`src/rtl/pixel_block_average.sv`:
```
`default_nettype none
// ============================================================================
//  Module   : pixel_block_average
//  Purpose  : Streaming BLK x BLK block-average downsampler. Raster-order
//             pixels are summed horizontally into hacc, block-row partial
//             sums live in a single-row line buffer of OUT_W entries. Each
//             completed block gives an average, a threshold mask bit and a
//             bitmap address.
//             Pipeline: the edge that accepts a block's last pixel loads the
//             full sum into stage 1. The next edge loads the reciprocal
//             product into stage 2. The edge after that registers the
//             outputs, so results appear two edges after that pixel.
//  Options  : PIXEL_BLOCK_AVERAGE_FLIP_EN - when defined, addr_out counts
//             down from OUT_W*OUT_H-1 for the reversed plotter readout.
//  Revision : 1.0 - initial release
// ============================================================================
module pixel_block_average #(
    parameter int PIX_W = 8,
    parameter int IMG_W = 320,
    parameter int IMG_H = 240,
    parameter int BLK   = 3,
    localparam int OUT_W  = IMG_W / BLK,
    localparam int OUT_H  = IMG_H / BLK,
    localparam int NBLK   = OUT_W * OUT_H,
    localparam int ADDR_W = (NBLK > 1) ? $clog2(NBLK) : 1
) (
    input  logic              clk_in,
    input  logic              rst_in_n,
    input  logic              data_valid_in,
    input  logic [PIX_W-1:0]  pixel_in,
    input  logic [10:0]       hcount_in,
    input  logic [9:0]        vcount_in,
    input  logic [PIX_W-1:0]  threshold_in,
    output logic              data_valid_out,
    output logic [PIX_W-1:0]  avg_out,
    output logic              mask_out,
    output logic [ADDR_W-1:0] addr_out,
    output logic              frame_done_out
);

    localparam int SUM_W  = PIX_W + $clog2(BLK * BLK);
    localparam int RECIP  = (65536 + BLK * BLK - 1) / (BLK * BLK);
    localparam int PROD_W = SUM_W + 17;
    localparam int QUOT_W = PROD_W - 16;
    localparam int CP_W   = (BLK > 1) ? $clog2(BLK) : 1;
    localparam int BC_W   = (OUT_W > 1) ? $clog2(OUT_W) : 1;
    localparam int BR_W   = (OUT_H > 1) ? $clog2(OUT_H) : 1;

    localparam logic [CP_W-1:0]   C_BLK_LAST = CP_W'(BLK - 1);
    localparam logic [BC_W-1:0]   C_BC_LAST  = BC_W'(OUT_W - 1);
    localparam logic [BR_W-1:0]   C_BR_LAST  = BR_W'(OUT_H - 1);
    localparam logic [10:0]       C_COL_LAST = 11'(IMG_W - 1);
    localparam logic [10:0]       C_ACT_W    = 11'(OUT_W * BLK);
    localparam logic [9:0]        C_ACT_H    = 10'(OUT_H * BLK);
    localparam logic [PROD_W-1:0] C_RECIP    = PROD_W'(RECIP);
    localparam logic [QUOT_W-1:0] C_PIX_MAX  = QUOT_W'((1 << PIX_W) - 1);
    localparam logic [ADDR_W-1:0] C_ADDR_TOP = ADDR_W'(NBLK - 1);

    // Frame position and accumulation state
    logic              synced_q;
    logic [CP_W-1:0]   col_phase_q;
    logic [CP_W-1:0]   row_phase_q;
    logic [BC_W-1:0]   blk_col_q;
    logic [BR_W-1:0]   blk_row_q;
    logic [SUM_W-1:0]  hacc_q;
    logic [SUM_W-1:0]  line_buf_q [OUT_W];

    // Pipeline registers
    logic              s1_valid_q;
    logic [SUM_W-1:0]  s1_sum_q;
    logic [ADDR_W-1:0] s1_addr_q;
    logic              s1_last_q;
    logic              s2_valid_q;
    logic [QUOT_W-1:0] s2_quot_q;
    logic [ADDR_W-1:0] s2_addr_q;
    logic              s2_last_q;

    // Combinational decode of the current pixel
    logic              w_origin;
    logic              w_live;
    logic              w_in_region;
    logic              w_accept;
    logic [CP_W-1:0]   w_col_phase;
    logic [CP_W-1:0]   w_row_phase;
    logic [BC_W-1:0]   w_blk_col;
    logic [BR_W-1:0]   w_blk_row;
    logic [SUM_W-1:0]  w_hacc;
    logic [SUM_W-1:0]  w_entry;
    logic [SUM_W-1:0]  w_full_sum;
    logic              w_blk_done;
    logic              w_last_row;
    logic              w_last_blk;
    logic [ADDR_W-1:0] w_addr_lin;
    logic [ADDR_W-1:0] w_addr;
    logic [PROD_W-1:0] w_prod;
    logic [PIX_W-1:0]  w_avg;

    // Effective counters see the hcount==0 / (0,0) reloads in the same cycle
    always_comb begin
        w_origin    = data_valid_in && (hcount_in == '0) && (vcount_in == '0);
        w_live      = data_valid_in && (synced_q || w_origin);
        w_in_region = (hcount_in < C_ACT_W) && (vcount_in < C_ACT_H);
        w_accept    = w_live && w_in_region;
        w_col_phase = (hcount_in == '0) ? '0 : col_phase_q;
        w_blk_col   = (hcount_in == '0) ? '0 : blk_col_q;
        w_row_phase = w_origin ? '0 : row_phase_q;
        w_blk_row   = w_origin ? '0 : blk_row_q;
        w_hacc      = ((w_col_phase == '0) ? '0 : hacc_q) + SUM_W'(pixel_in);
        w_entry     = line_buf_q[w_blk_col];
        w_full_sum  = w_entry + w_hacc;
        w_blk_done  = w_accept && (w_col_phase == C_BLK_LAST);
        w_last_row  = (w_row_phase == C_BLK_LAST);
        w_last_blk  = (w_blk_col == C_BC_LAST) && (w_blk_row == C_BR_LAST);
        w_addr_lin  = ADDR_W'(w_blk_row * OUT_W + w_blk_col);
`ifdef PIXEL_BLOCK_AVERAGE_FLIP_EN
        w_addr      = C_ADDR_TOP - w_addr_lin;
`else
        w_addr      = w_addr_lin;
`endif
        w_prod      = PROD_W'(s1_sum_q) * C_RECIP;
        w_avg       = (s2_quot_q > C_PIX_MAX) ? C_PIX_MAX[PIX_W-1:0]
                                              : s2_quot_q[PIX_W-1:0];
    end

    // Sync flag, column/row counters and horizontal accumulator
    always_ff @(posedge clk_in or negedge rst_in_n) begin
        if (!rst_in_n) begin
            synced_q    <= 1'b0;
            col_phase_q <= '0;
            row_phase_q <= '0;
            blk_col_q   <= '0;
            blk_row_q   <= '0;
            hacc_q      <= '0;
        end else if (w_live) begin
            if (w_origin) begin
                synced_q <= 1'b1;
            end
            if (w_accept) begin
                hacc_q <= w_hacc;
                if (w_col_phase == C_BLK_LAST) begin
                    col_phase_q <= '0;
                    blk_col_q   <= w_blk_col + BC_W'(1);
                end else begin
                    col_phase_q <= w_col_phase + CP_W'(1);
                    blk_col_q   <= w_blk_col;
                end
            end else begin
                col_phase_q <= w_col_phase;
                blk_col_q   <= w_blk_col;
            end
            if (hcount_in == C_COL_LAST) begin
                if (w_last_row) begin
                    row_phase_q <= '0;
                    blk_row_q   <= w_blk_row + BR_W'(1);
                end else begin
                    row_phase_q <= w_row_phase + CP_W'(1);
                    blk_row_q   <= w_blk_row;
                end
            end else begin
                row_phase_q <= w_row_phase;
                blk_row_q   <= w_blk_row;
            end
        end
    end

    // Line buffer: row 0 overwrites, middle rows accumulate, last row reads
    always_ff @(posedge clk_in or negedge rst_in_n) begin
        if (!rst_in_n) begin
            for (int i = 0; i < OUT_W; i++) begin
                line_buf_q[i] <= '0;
            end
        end else if (w_blk_done && !w_last_row) begin
            if (w_row_phase == '0) begin
                line_buf_q[w_blk_col] <= w_hacc;
            end else begin
                line_buf_q[w_blk_col] <= w_full_sum;
            end
        end
    end

    // Stage 1 full sum, stage 2 reciprocal product, then registered outputs
    always_ff @(posedge clk_in or negedge rst_in_n) begin
        if (!rst_in_n) begin
            s1_valid_q     <= 1'b0;
            s1_sum_q       <= '0;
            s1_addr_q      <= '0;
            s1_last_q      <= 1'b0;
            s2_valid_q     <= 1'b0;
            s2_quot_q      <= '0;
            s2_addr_q      <= '0;
            s2_last_q      <= 1'b0;
            data_valid_out <= 1'b0;
            avg_out        <= '0;
            mask_out       <= 1'b0;
            addr_out       <= '0;
            frame_done_out <= 1'b0;
        end else begin
            s1_valid_q <= w_blk_done && w_last_row;
            if (w_blk_done && w_last_row) begin
                s1_sum_q  <= w_full_sum;
                s1_addr_q <= w_addr;
                s1_last_q <= w_last_blk;
            end
            s2_valid_q <= s1_valid_q;
            if (s1_valid_q) begin
                s2_quot_q <= QUOT_W'(w_prod >> 16);
                s2_addr_q <= s1_addr_q;
                s2_last_q <= s1_last_q;
            end
            data_valid_out <= s2_valid_q;
            frame_done_out <= s2_valid_q && s2_last_q;
            if (s2_valid_q) begin
                avg_out  <= w_avg;
                mask_out <= (w_avg >= threshold_in);
                addr_out <= s2_addr_q;
            end
        end
    end

endmodule
`default_nettype wire

```
`config.mk`:
```
export PLATFORM = sky130hd
export DESIGN_NAME = pixel_block_average
export DESIGN_NICKNAME = d
export VERILOG_FILES = /design/src/rtl/pixel_block_average.sv
export SDC_FILE = /design/constraint.sdc
export NUM_CORES = 2
export LEC_CHECK = 0
export ABC_AREA = 1
export CAP_MARGIN = 0
export CORE_MARGIN = 2
export CORE_UTILIZATION = 40
export CTS_CLUSTER_DIAMETER = 120
export DETAILED_ROUTE_END_ITERATION = 10
export GPL_TIMING_DRIVEN = 0
export PLACE_DENSITY = 0.55
export SYNTH_ARGS = -nofsm -noshare
export SYNTH_HDL_FRONTEND = slang
export SYNTH_SLANG_ARGS = --single-unit
export TNS_END_PERCENT = 50
```
`constraint.sdc`:
```
create_clock -name clk_in -period 5.48 [get_ports clk_in]
set_input_delay 1.096 -clock clk_in [delete_from_list [all_inputs] [get_ports clk_in]]
set_output_delay 1.096 -clock clk_in [all_outputs]
set_load 0.005 [all_outputs]
```
==> results.md <==
* Final HPWL DP at ~240 mm
* GPL Wtd Cong at between 1 and 1.5
* Clk root buf: clkbuf_16
* Die ar. at 0.163 mm^2
* Worst Path Buf+Inv at 8
* Initial DRC count at 9999
* Sink Count at roughly 1.4k
* Distinct cells, synth at 54
* Worst Setup End Kind: flip-flop
* H-tree depth at 4
* Tot Pwr at 34.5 mW
* PortBufs at 64
* Num rows at 146
* Routed Wire Length at 370 mm
* CP peak stage delay at between 0.5 and 0.6 ns
* Synth async-reset ratio at 100%
* Wire per inst at 36.7 um
* Crit path kind: flip-flop to flip-flop
* Status: finished with violations
* DRT met1 WL at 132 mm
* DR pass1 iterations at 8
* Worst VDD drop at 0.000436 V
* Area delta synth->final at 26.4%
* Latest clock arrival within the worst-skew pair at 0.86 ns
* CTS hold repair buffers at 0
* Vias in the first global route at 60.2k
* Ports at 65
* Least-Margin Pin Slew at around 1.7 ns
* Number of nets with antenna violations after routing at 0
* CP max-delay cell: clkbuf_1
* Max-slew violations at 32
* Synth warnings at 0
* Largest net degree at the start of global routing at approximately 180
* Worst relative slew slack at -13.4%
* EDFF count, synth at 0
* Min Tclk post-route at 5.89 ns
* Yosys reg bits at approximately 1.4k
* Seq/Total Area, Yosys at a little over half
* CP cell instances: clkbuf_16 -> clkinv_4 -> nand2_4 -> buf_12 -> buf_6 -> o22ai_1 -> o41ai_2 -> nand2_2 -> nor2_1 -> nand3_2 -> nor2_4 -> buf_12 -> fa_2 -> nand3_4 -> a21oi_4 -> nor2_1 -> o21ai_4 -> buf_12 -> clkbuf_2 -> clkbuf_1 -> o21ai_1
* Most used cell, CP: buf_12
* Hold Vio Cnt, Final at 0
* Worst r2r dst: line_buf_q[904]$_DFFE_PN0P_
* Ys flop type: dfrtp_1
* First-pass GRT wire length at approximately 500 mm
* Met3 routed WL at 50.6 mm
* Fmax achieved at 170 MHz
* Final core utilization at between 50% and 60%
* Crit path launch type: flip-flop
* RSZ-0062 raised after global routing: yes
* CTS tree: built
* Hold crit path type: primary input to async pin
* Syn_area_per_cell at 8.80 um^2
* Setup violators final at approximately 980
* Placement Setup Slack at -5.57 ns
* GR Util All Layers at 45.0%
* Setup WS post-layout at -0.408 ns
* Leakage power at 37.4 nW
* Overflow after GRT at 0
* DR top layer: met5
* Clock skew at around 0.038 ns
* Max cap viols at 3
* Chip Height at 404 um
* Initial antenna violation count at 46
* Critical path fanouts, max at 11
* Worst path required time at 6.19 ns
* Reg2Reg Launch Point: blk_col_q[0]$_DFFE_PN0P_
* PD cells at around 430 mW/mm^2
* CP top delay family: buffers and inverters
* Tcrit/Tclk final at 107%
* Initial Utilization at around two fifths
* Path depth of the worst reg2reg path at 21
* Post-route DRC at 0
* Worst-path clk slew at 0.07 ns
* DR vias at 64.9k
* Core ar. at 0.159 mm^2
* Via density at 6.43
* Final nets at 8062
* Cell Area, Synth at 0.0639 mm^2
* Met2 wire length at 149 mm
* Worst reg2reg setup slack at -0.41 ns
* Failing checks: capacitance limit, slew limit, setup timing
* Die width at 404 um
* Synthesized Nets at 7476
* Worst path arrival time at approximately 6.6 ns
* Total CTS buffers at roughly 160
* Mapped Cells at roughly 7.3k
* Clock buffer depth at 3
* Layout cell share with drive strength beyond 1 at 17.9%
registers in the layout (all words and copies together) (netlist names), 2 cells and up:
name and cells:
s1_addr_q 14, row_phase_q 2, s1_sum_q 12, blk_row_q 7
s2_addr_q 14, hacc_q 12, avg_out 8, s2_quot_q 9
addr_out 14, blk_col_q 7, line_buf_q 1272, col_phase_q 2
cell usage after synthesis (8+ instances only):
cell type     n  area, um^2
a21oi_1      60         300
o31ai_1     121         908
nand2_1    2081        7810
o221ai_1     71         622
nand3_1     199         996
o211ai_1     29         218
nand4_1      47         294
nor3_1       68         340
a31oi_1      12        75.1
o22ai_1     443        2770
o21bai_1      8        60.1
clkbuf_1    342        1280
xor2_1       26         228
nor4_1       18         113
fa_1         38         761
buf_4        19         143
dfrtp_1    1381       34600
ha_1        134        1680
o41ai_1      25         219
buf_2       183         916
or2_2        72         450
nor2_1      288        1080
nand2_2      11        68.8
buf_1        18        67.6
inv_2        12        45.0
nand3b_1     11        82.6
nor2_2       10        62.6
xnor2_1      18         158
o21ai_0     545        2730
inv_1       238         893
o21ai_1     672        3360
power by group:
part           switching, mW  total, mW  internal, mW
combinational           9.62       13.5          3.88
sequential            0.0364       10.3          10.2
clock                   4.77       10.8          5.98
per-stage QoR:
stage	std cells	area, um^2	hold WS, ns	setup TNS, ns
detailed placement	9438	68200	0.359	-5652.86
CTS	9991	79200	0.236	-3.14
finish	10100	80800	0.195	-169.84
global route	10000	80700	0.264	-115.99
floorplan	7264	63900	0.352	0
global placement	9400	67100	0.355	-
worst max-delay path by stage:
stage	end	startpoint	cells after the start
final	line_buf_q[904]$_DFFE_PN0P_	blk_col_q[0]$_DFFE_PN0P_	21
after global routing	line_buf_q[622]$_DFFE_PN0P_	hcount_in[9]	35
after CTS	line_buf_q[1006]$_DFFE_PN0P_	hcount_in[7]	35
after detailed placement	line_buf_q[1004]$_DFFE_PN0P_	hcount_in[10]	29
after global placement	line_buf_q[1006]$_DFFE_PN0P_	rst_in_n	1
after floorplan	line_buf_q[634]$_DFFE_PN0P_	hcount_in[10]	33
layout make-up:
cell class | instances | area (um^2)
Sequential cell | 1381 | 34600
Tap cell | 2072 | 2590
Buffer | 566 | 5040
Timing Repair Buffer | 429 | 4720
Inverter | 257 | 1010
Clock inverter | 47 | 544
Clock buffer | 226 | 4540
Antenna cell | 57 | 143
Fill cell | 15000 | 77800
Multi-Input combinational cell | 5058 | 27600
per-layer routing:
| metal | GRT usage [%] | up-vias |
|---|---|---|
| met5 | 0 | - |
| met4 | 38.0 | 34 |
| met3 | 18.6 | 1551 |
| met2 | 61.6 | 5002 |
| met1 | 54.7 | 32300 |
| li1 | - | 26100 |
cell families (layout without fill, tap and decap cells):
| kind of cell | count (synthesis) | after routing | synth area share (%) |
|---|---|---|---|
| simple gates | 2824 | 2825 | 18.0 |
| compound gates | 2014 | 2014 | 18.0 |
| flops | 1381 | 1381 | 54.1 |
| buf+inv | 826 | 1525 | 5.42 |
| fa+ha+maj | 172 | 172 | 3.81 |
| xor+xnor | 44 | 44 | 0.603 |
| mux | 3 | 3 | 0.0529 |
| other cells | 0 | 57 | 0 |
layout by cell type (no fill, tap or decap), drive strengths merged, types with 12 or more instances in the layout:
| cell type | instances |
|---|---|
| o21ai | 1218 |
| o22ai | 443 |
| nand2 | 2093 |
| dfrtp | 1381 |
| ha | 134 |
| clkbuf | 536 |
| o41ai | 25 |
| diode | 57 |
| o221ai | 71 |
| nand3 | 204 |
| o31ai | 121 |
| xnor2 | 18 |
| nor4 | 20 |
| nand4 | 48 |
| a31oi | 12 |
| buf | 632 |
| a21oi | 60 |
| or2 | 73 |
| o211ai | 29 |
| nor2 | 306 |
| clkdlybuf4s50 | 52 |
| nor3 | 70 |
| xor2 | 26 |
| inv | 256 |
| fa | 38 |
| clkinv | 36 |
timing repair:
action	4_1_cts	5_1_grt
pin swaps	87	89
cloned	8	5
endpoints found under the setup margin	1284	1290
buffers inserted	274	46
gates resized for setup	832	352
Note: power is estimated with default switching activity, not from simulation.
